**src/rtl/snake_controller.sv**
```systemverilog
// rtl/snake_controller.sv - snake game sequencer: direction latch, step prescaler, segment shift, IDLE/RUN/PAUSE/OVER FSM
module snake_controller #(
   parameter int STEP_DIV = 4,
   parameter int WRAP     = 1
) (
   input  logic       clock,
   input  logic       reset,
   input  logic [3:0] switch,
   input  logic       start,
   input  logic       pause,
   output logic [5:0] first,
   output logic [5:0] second,
   output logic [5:0] third,
   output logic [5:0] fourth,
   output logic [1:0] direction,
   output logic [1:0] state,
   output logic       step,
   output logic [7:0] moves
);

   typedef enum logic [1:0] {
      S_IDLE  = 2'b00,
      S_RUN   = 2'b01,
      S_PAUSE = 2'b10,
      S_OVER  = 2'b11
   } state_e;

   localparam logic [1:0] DIR_UP    = 2'b00;
   localparam logic [1:0] DIR_DOWN  = 2'b01;
   localparam logic [1:0] DIR_LEFT  = 2'b10;
   localparam logic [1:0] DIR_RIGHT = 2'b11;
   localparam logic [7:0] TERM      = 8'(STEP_DIV - 1);

   localparam logic [5:0] HOME0 = 6'o33;
   localparam logic [5:0] HOME1 = 6'o32;
   localparam logic [5:0] HOME2 = 6'o31;
   localparam logic [5:0] HOME3 = 6'o30;

   state_e     state_q, state_d;
   logic [5:0] first_q, first_d, second_q, second_d;
   logic [5:0] third_q, third_d, fourth_q, fourth_d;
   logic [1:0] dir_q, dir_d, pend_q, pend_d;
   logic [7:0] presc_q, presc_d, moves_q, moves_d;
   logic       step_q, step_d;

   logic       req_valid;
   logic [1:0] req_dir;
   logic [2:0] head_x, head_y, new_x, new_y;
   logic       leave;

   always_comb begin
      req_valid = 1'b1;
      req_dir   = DIR_RIGHT;
      if (switch[3])      req_dir = DIR_UP;
      else if (switch[2]) req_dir = DIR_DOWN;
      else if (switch[1]) req_dir = DIR_LEFT;
      else if (switch[0]) req_dir = DIR_RIGHT;
      else                req_valid = 1'b0;
   end

   // 3-bit arithmetic wraps for free; leave flags the move that crosses an edge
   always_comb begin
      head_x = first_q[2:0];
      head_y = first_q[5:3];
      new_x  = head_x;
      new_y  = head_y;
      leave  = 1'b0;
      case (pend_q)
         DIR_UP:   begin new_y = head_y - 3'd1; leave = (head_y == 3'd0); end
         DIR_DOWN: begin new_y = head_y + 3'd1; leave = (head_y == 3'd7); end
         DIR_LEFT: begin new_x = head_x - 3'd1; leave = (head_x == 3'd0); end
         default:  begin new_x = head_x + 3'd1; leave = (head_x == 3'd7); end
      endcase
   end

   always_comb begin
      state_d  = state_q;
      first_d  = first_q;
      second_d = second_q;
      third_d  = third_q;
      fourth_d = fourth_q;
      dir_d    = dir_q;
      pend_d   = pend_q;
      presc_d  = presc_q;
      moves_d  = moves_q;
      step_d   = 1'b0;

      // reversal is judged against the applied direction, not the pending one
      if ((state_q == S_IDLE || state_q == S_RUN) && req_valid &&
          ((req_dir ^ 2'b01) != dir_q))
         pend_d = req_dir;

      case (state_q)
         S_IDLE: begin
            if (start) begin
               state_d = S_RUN;
               presc_d = 8'd0;
            end
         end
         S_RUN: begin
            if (pause) begin
               state_d = S_PAUSE;
            end else if (presc_q == TERM) begin
               presc_d = 8'd0;
               if (leave && (WRAP == 0)) begin
                  state_d = S_OVER;
               end else begin
                  fourth_d = third_q;
                  third_d  = second_q;
                  second_d = first_q;
                  first_d  = {new_y, new_x};
                  dir_d    = pend_q;
                  if (moves_q != 8'hFF) moves_d = moves_q + 8'd1;
                  step_d   = 1'b1;
               end
            end else begin
               presc_d = presc_q + 8'd1;
            end
         end
         S_PAUSE: begin
            if (start) state_d = S_RUN;
         end
         S_OVER: begin
            if (start) begin
               first_d  = HOME0;
               second_d = HOME1;
               third_d  = HOME2;
               fourth_d = HOME3;
               dir_d    = DIR_RIGHT;
               moves_d  = 8'd0;
               state_d  = S_IDLE;
            end
         end
         default: state_d = S_IDLE;
      endcase
   end

   always_ff @(posedge clock) begin
      if (!reset) begin
         state_q  <= S_IDLE;
         first_q  <= HOME0;
         second_q <= HOME1;
         third_q  <= HOME2;
         fourth_q <= HOME3;
         dir_q    <= DIR_RIGHT;
         pend_q   <= DIR_RIGHT;
         presc_q  <= 8'd0;
         moves_q  <= 8'd0;
         step_q   <= 1'b0;
      end else begin
         state_q  <= state_d;
         first_q  <= first_d;
         second_q <= second_d;
         third_q  <= third_d;
         fourth_q <= fourth_d;
         dir_q    <= dir_d;
         pend_q   <= pend_d;
         presc_q  <= presc_d;
         moves_q  <= moves_d;
         step_q   <= step_d;
      end
   end

   assign first     = first_q;
   assign second    = second_q;
   assign third     = third_q;
   assign fourth    = fourth_q;
   assign direction = dir_q;
   assign state     = state_q;
   assign step      = step_q;
   assign moves     = moves_q;

endmodule

```
**config.mk**
```make
export PLATFORM = sky130hd
export DESIGN_NAME = snake_controller
export DESIGN_NICKNAME = d
export VERILOG_FILES = /design/src/rtl/snake_controller.sv
export SDC_FILE = /design/constraint.sdc
export NUM_CORES = 1
export LEC_CHECK = 0
export BUFFER_PORTS_ARGS = -buffer_cell sky130_fd_sc_hd__buf_4
export CAP_MARGIN = 20
export CELL_PAD_IN_SITES_DETAIL_PLACEMENT = 2
export CELL_PAD_IN_SITES_GLOBAL_PLACEMENT = 2
export CORE_UTILIZATION = 32
export DETAILED_ROUTE_END_ITERATION = 6
export PLACE_DENSITY = 0.9
export SLEW_MARGIN = 0
export SYNTH_ARGS = -nofsm -noshare
export SYNTH_HDL_FRONTEND = slang
export SYNTH_SLANG_ARGS = --single-unit
```
**constraint.sdc**
```tcl
create_clock -name clock -period 2.2 [get_ports clock]
set_input_delay 0.11 -clock clock [delete_from_list [all_inputs] [get_ports clock]]
set_output_delay 0.11 -clock clock [all_outputs]
set_load 0.03 [all_outputs]
```
==> impl_results.md, run 1 <==
* Outcome: completed
* TritonCTS clock tree: built
* Worst min path class: in2reg
* Layout cells sized above 1 at 0.262
* Dpl hpwl at 4.98 mm
* Final setup skew at 0.00765 ns
* Num Clock Sinks at 47
* Hold buffer count at CTS at 0
* Site row count at 29
* Post-Layout Inst Area at 2780 µm²
* Met3 Usage GRT at 0.0409
* Fmax at 0.489 GHz
* Adder-cell share of the synthesized area at 0.0294
* Hold Fails Final Rpt at 0
* Crit. End Element: flip-flop
* Setup bufs post-CTS at 0
* Root Buffer: clkbuf_8
* Top cells by area, synth: dfxtp_1 42%, nand2_1 4.7%, nor2_1 4.6%
* Mux cell area share after synthesis at 0.0181
* Synth Area in Compound Gates at 0.173
* Vias per inst at 5.52
* Fill cells at 760
* Core area at 6530 µm²
* Synth top cells by count: 47 x dfxtp_1, 28 x nand2_1, 27 x nor2_1
* Tot Pwr at 1.76 mW
* Syn Nets at 275
* Tmin final at 2.04 ns
* Setup TNS at 0 ns
* GRT Overall Usage at 0.210
* Syn_area_per_cell at 8.42 µm²
* Reg-to-Reg Start: moves[0]$_SDFFE_PN0P_
* Final WL at 7.13 mm
* Synth warn at 0
* N_diodes at 0
* Clk Latency, worst-skew pair at 0.31 ns
* First-pass GRT wire length at 11.7 mm
* Count of final setup violators at 0
* Final nets at 324
* Final std cells w/o fill at 390
* CTS Buf Count at 5
* Register area share after synthesis at 0.425
* Required time of the critical path at 2.46 ns
* RSZ-0062 raised after global routing: false
* P_leak at 1.12 nW
* Synth top area share at 0.425
* Busiest grt layer: met2
* Number of global-route vias before repair at 2283
* Reg clk slew, reported paths at 0.09 ns
* Aggregate global routing overflow at 0
* IO Pins at 45
* Flops & latches, synth at 47
* EDFF count, synth at 0
* Post-layout util at 0.426
* Area Growth Syn to Fin at 25.7%
* Final slew viol count at 0
* Worst path arrival time at 2.30 ns
* PortBufs at 44
* Max_slew headroom at 0.645
* Placed cell area at 2650 µm²
* Largest net degree at the start of global routing at 26
* Maximum net fanout on the critical path at 7
* Dominant synthesized flop cell: dfxtp_1
* Syn Inst Count at 263
* DRC viols at 0
* Post-CTS Resized at 0
* Full die area at 7260 µm²
* Post-DRT Antenna Nets at 0
* Asr flop ratio synth at 0
* Setup slack on the worst flop-to-flop path at 0.16 ns
* Initial antenna violation count at 0
* Drt first pass iters at 4
* GP Congestion at 0.728
* Initial drt markers at 52
* Met1 usage at 0.249
* Routed vias at 2152
* Worst IR Drop VDD at 397 µV
* M2 GR Usage at 0.370
* Cell Area, Synth at 2210 µm²
* Netlist cell types at 50
* Worst Max-Slew Pin Slew at 0.530 ns
* H-tree levels at 2
* Clock Path Buffers at 2
* DIE HEIGHT at 85.2 µm
* Setup crit end: moves[6]$_SDFFE_PN0P_
* Length in cells of the worst reg-to-reg path at 6
* Pwr dens at 633 nW/µm²
* Placed Instances at 382
* Largest family of logic cells by synthesized area: simple AND/OR/NAND/NOR gates
* Final Cycle Share at 0.929
* Simple-Gate Fraction of Synth Area at 0.282
* CP Launch Type: flip-flop
* Routed len/inst at 18.3 µm
* Xor and xnor area share after synthesis at 0.0356
* MaxCap Viol Count at 0
* Reg2reg end: moves[6]$_SDFFE_PN0P_
* Die width at 85.2 µm
* Starting Density at 0.339
* Critical path origin: moves[0]$_SDFFE_PN0P_
* CP Class: reg2reg
* Count leader, synth: dfxtp_1
* Synth area leader: dfxtp_1
-- cells by family after synthesis --
family / after synthesis
mux: 4
simple gates: 122
buf+inv: 18
fa+ha+maj: 4
xor+xnor: 9
flops: 47
compound gates: 59
-- flip-flops by register name (all words and copies together), names as in the netlist --
signal     cells
direction      2
state          2
presc_q        8
fourth         6
first          6
step           1
pend_q         2
third          6
second         6
moves          8
-- routing by layer --
metal | up-vias | wire (µm) | share of wire
li1 | 1023 | - | -
met1 | 1083 | 3130 | 0.44
met2 | 35 | 3660 | 0.51
met3 | 11 | 205 | 0.029
met4 | 0 | 136 | 0.019
met5 | - | 0 | 0
-- cell type report --
class                           instances  area (µm²)  area share
Clock buffer                            6        82.6      0.0297
Clock inverter                          2        35.0      0.0126
Inverter                                7        26.3     0.00944
Multi-Input combinational cell        198        1200       0.432
Sequential cell                        47         942       0.338
Tap cell                               77        96.3      0.0346
Timing Repair Buffer                   53         398       0.143
-- critical path, cell delays in order, from the launching register on --
cell	delay [ns]
dfxtp_1	0.42
ha_1	0.22
nand3_1	0.20
or3_1	0.50
a21oi_4	0.26
or2_2	0.20
o221a_2	0.19
-- stage by stage --
stage	hold slack, ns	setup slack, ns
final	0.112	0.155
after global routing	0.108	0.0277
after CTS	0.0931	0.0977
after detailed placement	0.429	0.162
after global placement	0.415	0.269
after floorplan	0.251	0.223
-- layout by cell type (no fill, tap or decap), types with 4 or more instances in the layout --
| cell type | Yosys | final |
|---|---|---|
| o21ai_0 | 17 | 17 |
| buf_4 | 1 | 53 |
| nor2b_1 | 4 | 4 |
| clkbuf_8 | 0 | 6 |
| nand2_1 | 28 | 28 |
| nand3_1 | 19 | 19 |
| mux2i_1 | 4 | 4 |
| nor3_1 | 14 | 13 |
| xnor2_1 | 8 | 8 |
| dfxtp_1 | 47 | 46 |
| o31ai_1 | 5 | 5 |
| nor2_1 | 27 | 27 |
| a21oi_1 | 18 | 18 |
| inv_1 | 6 | 6 |
-- report_power, final --
group | switching [mW] | total, mW | internal [mW]
Sequential | 0.0213 | 0.888 | 0.867
Combinational | 0.125 | 0.199 | 0.0740
Clock | 0.307 | 0.675 | 0.368
-- worst min-delay path by stage --
stage | from | to | slack (ns) | cells after the start
floorplan | pause | state[1]$_SDFFE_PN0P_ | 0.25 | 2
CTS | reset | first[0]$_SDFFE_PN1P_ | 0.09 | 2
global placement | pause | state[1]$_SDFFE_PN0P_ | 0.41 | 3
global route | reset | first[0]$_SDFFE_PN1P_ | 0.11 | 2
detailed placement | reset | first[0]$_SDFFE_PN1P_ | 0.43 | 2
finish | reset | first[0]$_SDFFE_PN1P_ | 0.11 | 2
(Power assumes the default switching activity.)
==> run 2, diff against run 1 <==
--- a/config.mk
+++ b/config.mk
@@ -5,11 +5,12 @@
 export SDC_FILE = /design/constraint.sdc
 export NUM_CORES = 1
 export LEC_CHECK = 0
+export ABC_AREA = 1
 export BUFFER_PORTS_ARGS = -buffer_cell sky130_fd_sc_hd__buf_4
 export CAP_MARGIN = 20
 export CELL_PAD_IN_SITES_DETAIL_PLACEMENT = 2
 export CELL_PAD_IN_SITES_GLOBAL_PLACEMENT = 2
-export CORE_UTILIZATION = 32
+export CORE_UTILIZATION = 30
 export DETAILED_ROUTE_END_ITERATION = 6
 export PLACE_DENSITY = 0.9
 export SLEW_MARGIN = 0
==> run 2 against run 1 <==
Net effect:
- wire length grew 7.9%
- core utilization fell by 4.3 points
- critical endpoint is now third[1]$_SDFFE_PN0P_
- largest power group unchanged
- non-clock buffer count shrank 5
- maximum frequency rose by 5.2%
- hold slack lost 0.030 ns
- area after synthesis up 3.5%
- global-route usage rose by 0.13 points
- register-to-register slack better by 0.10 ns
- via count rose by 10%
==> impl_results.md, run 2 <==
* Tmin final at 1.94 ns
* Top cells by area, synth: dfxtp_1 41%, nand2_1 13%, nor2_1 7.7%
* Synth area leader: dfxtp_1
* Final slew viol count at 0
* CP bufs+invs at 1
* First-pass GRT wire length at 12.6 mm
* GRT Overall Usage at 0.211
* Post-DRT Antenna Nets at 0
* Final nets at 390
* Layout cells sized above 1 at 0.177
* Placed cell area at 2720 µm²
* TritonCTS clock tree: built
* Fmax at 0.515 GHz
* Post-CTS Resized at 0
* N_diodes at 0
* CP Class: reg2reg
* Post-layout util at 0.384
* Asr flop ratio synth at 0
* Length in cells of the worst reg-to-reg path at 10
* Setup slack on the worst flop-to-flop path at 0.26 ns
* Max_slew headroom at 0.540
* HP Start: pause
* CP max-delay cell: dfxtp_1
* Register area share after synthesis at 0.410
* Largest net degree at the start of global routing at 26
* Top cell by count, worst path: nand2_1
* P_leak at 1.26 nW
* Tot Pwr at 1.99 mW
* Worst min path class: in2reg
* Clock Path Buffers at 2
* Die width at 89.4 µm
* Count of final setup violators at 0
* CTS Buf Count at 5
* Required time of the critical path at 2.40 ns
* Multi-input gate area at 1130 µm²
* Number of global-route vias before repair at 2599
* Drt first pass iters at 4
* CP delay by family, top: simple AND/OR/NAND/NOR gates
* Worst Max-Slew Pin Slew at 0.689 ns
* Reg-to-Reg Start: presc_q[0]$_SDFFE_PN0P_
* GP Congestion at 0.766
* Final setup skew at 0.00911 ns
* Synth top area share at 0.410
* Final std cells w/o fill at 478
* PortBufs at 44
* Reg clk slew, reported paths at 0.09 ns
* EDFF count, synth at 0
* Dominant synthesized flop cell: dfxtp_1
* Synth top cells by count: 81 x nand2_1, 47 x dfxtp_1, 47 x nor2_1
* RSZ-0062 raised after global routing: false
* Area Growth Syn to Fin at 22.7%
* H-tree levels at 2
* DIE HEIGHT at 89.4 µm
* Pwr dens at 707 nW/µm²
* Syn Nets at 345
* Crit. End Element: flip-flop
* Routed len/inst at 16.1 µm
* Post-Layout Inst Area at 2810 µm²
* Maximum net fanout on the critical path at 24
* Fill cells at 903
* Aggregate global routing overflow at 0
* MaxCap Viol Count at 0
* Clk Latency, worst-skew pair at 0.32 ns
* Setup bufs post-CTS at 0
* Syn Inst Count at 333
* Full die area at 7990 µm²
* Dpl hpwl at 5.43 mm
* CP Cell Sequence: ha_1 > nand2_1 > nor2_1 > nand2_1 > nand2_2 > nand2_2 > inv_2 > nand2_1 > o21ai_0 > nor2_1
* Setup TNS at 0 ns
* Outcome: completed
* DRC viols at 0
* Most frequent cells in the layout: 81 x nand2_1, 48 x buf_4, 47 x nor2_1, 47 x dfxtp_1, 38 x inv_1
* Worst path arrival time at 2.14 ns
* Reg2reg end: third[1]$_SDFFE_PN0P_
* Cell Area, Synth at 2290 µm²
* Vias per inst at 4.96
* Num Clock Sinks at 47
* Initial antenna violation count at 0
* Placed Instances at 470
* Routed vias at 2369
* Syn_area_per_cell at 6.88 µm²
* Final WL at 7.69 mm
* Synth warn at 0
* Hold Path End: state[1]$_SDFFE_PN0P_
* Netlist cell types at 32
* Flops & latches, synth at 47
* Starting Density at 0.313
* Hold Crit Depth at 3
* Hold buffer count at CTS at 0
* Worst IR Drop VDD at 285 µV
* Root Buffer: clkbuf_8
* Count leader, synth: nand2_1
* Slowest Stage Delay on Critical Path at 0.38 ns
* Most common cell after layout, fill and taps aside: nand2_1
* FF+latch area at 941 µm²
* CP Launch Type: flip-flop
* Core area at 7330 µm²
* IO Pins at 45
* Initial drt markers at 64
* Site row count at 31
* Hold Fails Final Rpt at 0
* Final Cycle Share at 0.883
==> run 2: changes by cell type after synthesis, sizes merged, moves of 4 or more <==
cell	before	now
a21oi	20	28
o21ai	18	27
nor2	28	50
nor2b	4	0
and2	5	0
nand4	0	6
and3	5	1
o31ai	5	0
nand2	30	84
inv	6	42
mux2i	4	0
xnor2	8	2
nor3	14	5
==> run 2: logic make-up after synthesis <==
logic type | count (synthesis) | share of synthesized area
and+or+nand+nor | 168 | 0.319
adders and majority gates | 4 | 0.0284
buffers and inverters | 52 | 0.0944
DFF | 47 | 0.410
AOI/OAI and AO/OA | 58 | 0.132
xor gates and xnor gates | 4 | 0.0153
==> run 2: worst register-to-register path, stage by stage (launching register included) <==
cell     delay (ns)
dfxtp_1        0.38
ha_1           0.22
nand2_1        0.07
nor2_1         0.10
nand2_1        0.09
nand2_2        0.19
nand2_2        0.16
inv_2          0.33
nand2_1        0.11
o21ai_0        0.11
nor2_1         0.06
==> run 2: layer usage <==
metal  up-vias  global-route usage  routed length, µm
met2        32               0.407               4140
met5         -                   0                  0
li1       1146                   -                  -
met1      1179               0.234               3260
met4         0              0.0693                133
met3        12              0.0323                164
==> run 2: worst max path at each step <==
stage,startpoint,to,slack [ns],cells past startpoint
CTS,presc_q[0]$_SDFFE_PN0P_,third[1]$_SDFFE_PN0P_,0.25,10
detailed placement,presc_q[0]$_SDFFE_PN0P_,direction[0]$_SDFFE_PN1P_,0.33,9
finish,presc_q[0]$_SDFFE_PN0P_,third[1]$_SDFFE_PN0P_,0.26,10
global route,presc_q[0]$_SDFFE_PN0P_,third[1]$_SDFFE_PN0P_,0.07,10
global placement,presc_q[0]$_SDFFE_PN0P_,fourth[0]$_SDFFE_PN0P_,0.46,10
floorplan,state[0]$_SDFFE_PN0P_,second[2]$_SDFFE_PN0P_,0.54,8
==> run 2: per-stage QoR <==
stage	setup WS (ns)	hold slack, ns
after detailed placement	0.333	0.418
after global placement	0.462	0.413
final	0.257	0.0823
after global routing	0.0699	0.0936
after CTS	0.249	0.0792
after floorplan	0.537	0.245
==> run 2: final cells by class <==
class / instances / area share
clock buffer: 7 / 0.0307
sequential: 47 / 0.335
clock inverter: 1 / 0.00311
timing repair buffer: 48 / 0.128
tap: 99 / 0.0440
multi-input combinational: 234 / 0.403
inverter: 42 / 0.0560
==> run 2: report_power, final <==
part | internal (mW) | leakage [nW] | switching (mW)
Combinational | 0.150 | 0.827 | 0.297
Clock | 0.259 | 0.0484 | 0.328
Sequential | 0.905 | 0.384 | 0.0516
==> run 3, diff against run 2 <==
--- a/config.mk
+++ b/config.mk
@@ -5,14 +5,14 @@
 export SDC_FILE = /design/constraint.sdc
 export NUM_CORES = 1
 export LEC_CHECK = 0
-export ABC_AREA = 1
 export BUFFER_PORTS_ARGS = -buffer_cell sky130_fd_sc_hd__buf_4
 export CAP_MARGIN = 20
 export CELL_PAD_IN_SITES_DETAIL_PLACEMENT = 2
 export CELL_PAD_IN_SITES_GLOBAL_PLACEMENT = 2
-export CORE_UTILIZATION = 30
+export CORE_UTILIZATION = 32
 export DETAILED_ROUTE_END_ITERATION = 6
 export PLACE_DENSITY = 0.9
+export SETUP_SLACK_MARGIN = 0.05
 export SLEW_MARGIN = 0
 export SYNTH_ARGS = -nofsm -noshare
 export SYNTH_HDL_FRONTEND = slang
==> run 3 against run 2 <==
Net effect:
- worst setup slack worse by 0.080 ns
- sequential cell count unchanged
- register-to-register slack worse by 0.08 ns
- clock power up 15%
- total power down 11%
- wire length down 7.3%
- combinational power down 55%
- sequential share of layout area up 0.28 points
- clock-buffer cell count down 1
- global-route usage down 0.13 points
- largest power group unchanged
==> impl_results.md, run 3 (synthesis gave the netlist of run 1 again) <==
* CP bufs+invs at 0
* Routed len/inst at 18.3 µm
* MaxCap Viol Count at 0
* Site row count at 29
* IO Pins at 45
* Most frequent cells in the layout: 53 x buf_4, 46 x dfxtp_1, 28 x nand2_1
* Maximum net fanout on the critical path at 7
* Final std cells w/o fill at 390
* Num Clock Sinks at 47
* Final setup skew at 0.00752 ns
* GP Congestion at 0.728
* Die width at 85.2 µm
* Logic gate share of total power at 0.113
* Hold Fails Final Rpt at 0
* Length in cells of the worst reg-to-reg path at 6
* Post-DRT Antenna Nets at 0
* GRT Overall Usage at 0.210
* Placed Instances at 382
* Clock Path Buffers at 2
* DIE HEIGHT at 85.2 µm
* PortBufs at 44
* HP Start: reset
* H-tree levels at 2
* Crit. End Element: flip-flop
* Initial drt markers at 47
* P_leak at 1.12 nW
* Hold Crit Depth at 2
* Layout cells sized above 1 at 0.262
* Initial antenna violation count at 0
* Number of global-route vias before repair at 2283
* Setup bufs post-CTS at 0
* Clk Latency, worst-skew pair at 0.31 ns
* Power share of the sequential group at 0.504
* CP Launch Type: flip-flop
* FF+latch area at 942 µm²
* Critical path origin: moves[0]$_SDFFE_PN0P_
* Post-Layout Inst Area at 2790 µm²
* TritonCTS clock tree: built
* CP delay by family, top: simple AND/OR/NAND/NOR gates
* Final Cycle Share at 0.920
* Pwr dens at 631 nW/µm²
* N_diodes at 0
* Most common cell after layout, fill and taps aside: buf_4
* DRC viols at 0
* Reg2reg end: moves[6]$_SDFFE_PN0P_
* CP Cell Sequence: ha_1 > nand3_1 > or3_1 > a21oi_4 > or2_2 > o221a_2
* Hold Slack at 0.110 ns
* Final WL at 7.13 mm
* PnR worst setup slack at 0.176 ns
* NetSw at 0.453 mW
* Full die area at 7260 µm²
* RSZ-0062 raised after global routing: false
* CTS Buf Count at 5
* Worst path arrival time at 2.28 ns
* Routed vias at 2154
* Worst IR Drop VDD at 397 µV
* Starting Density at 0.339
* Vias per inst at 5.52
* CP Class: reg2reg
* Pre-CTS WS at 0.162 ns
* Fill cells at 760
* Hold Path End: first[0]$_SDFFE_PN1P_
* Drt first pass iters at 4
* First-pass GRT wire length at 11.7 mm
* Worst min path class: in2reg
* Core area at 6530 µm²
* Max_slew headroom at 0.640
* Tmin final at 2.02 ns
* Multi-input gate area at 1210 µm²
* Final slew viol count at 0
* Aggregate global routing overflow at 0
* Count of final setup violators at 0
* Outcome: completed
* Dpl hpwl at 4.98 mm
* Fmax at 0.494 GHz
* Area Growth Syn to Fin at 26.1%
* Root Buffer: clkbuf_8
* Setup slack on the worst flop-to-flop path at 0.18 ns
* Setup TNS at 0 ns
* Worst Max-Slew Pin Slew at 0.536 ns
* Reg-to-Reg Start: moves[0]$_SDFFE_PN0P_
* Switching share of power at 0.257
* Required time of the critical path at 2.46 ns
* CP max-delay cell: or3_1
* Largest net degree at the start of global routing at 26
* Clock power share at 0.383
* Final nets at 324
* Slowest Stage Delay on Critical Path at 0.49 ns
* Reg clk slew, reported paths at 0.09 ns
* Placed cell area at 2650 µm²
* Internal at 1.31 mW
## run 3: changes by cell type in the layout (fill, tap and decap cells not counted), moves of 7 or more
cell     previous run  this run
nand2_1            81        28
inv_1              38         6
nor2_1             47        27
a21oi_1            28        18
nor3_1              5        13
o21ai_0            24        17
## run 3: layout make-up
type,count,area share
clock inverters,2,0.0125
well taps,77,0.0345
flip-flops and latches,47,0.337
repair buffers,53,0.142
clock buffers,6,0.0296
inverters,7,0.00941
multi-input cells,198,0.434
## run 3: how the worst max path moves through the flow
stage,endpoint,slack (ns),cells after the start
after floorplan,moves[6]$_SDFFE_PN0P_,0.22,6
after global placement,moves[4]$_SDFFE_PN0P_,0.27,6
after detailed placement,moves[6]$_SDFFE_PN0P_,0.16,6
after global routing,moves[6]$_SDFFE_PN0P_,0.05,6
after CTS,first[1]$_SDFFE_PN1P_,0.1,5
final,moves[6]$_SDFFE_PN0P_,0.18,6
## run 3: stage by stage
| step | power, mW | utilization |
|---|---|---|
| final | 1.76 | 0.428 |
| after global routing | 1.84 | 0.428 |
| after CTS | 1.79 | 0.424 |
| after detailed placement | 1.10 | 0.406 |
| after global placement | 1.09 | 0.406 |
| after floorplan | 1.02 | - |
## run 3: power by group through the flow
stage | Clock [mW] | Combinational [mW] | Sequential [mW]
floorplan | 0 | 0.106 | 0.917
global placement | 0 | 0.183 | 0.904
detailed placement | 0 | 0.195 | 0.907
CTS | 0.705 | 0.198 | 0.888
global route | 0.729 | 0.217 | 0.890
finish | 0.675 | 0.199 | 0.888
## run 3: repair_timing
item / in CTS / in global routing
endpoints found under the setup margin: 0 / 15
hold buffers: 0 / 0
gates resized for setup: 0 / 4
## run 3: layer usage
layer | up-vias | part of all wire | GRT usage
met5 | - | 0 | 0
met4 | 0 | 0.018 | 0.0878
met3 | 11 | 0.031 | 0.0409
met2 | 37 | 0.51 | 0.370
met1 | 1084 | 0.44 | 0.249
li1 | 1022 | - | -
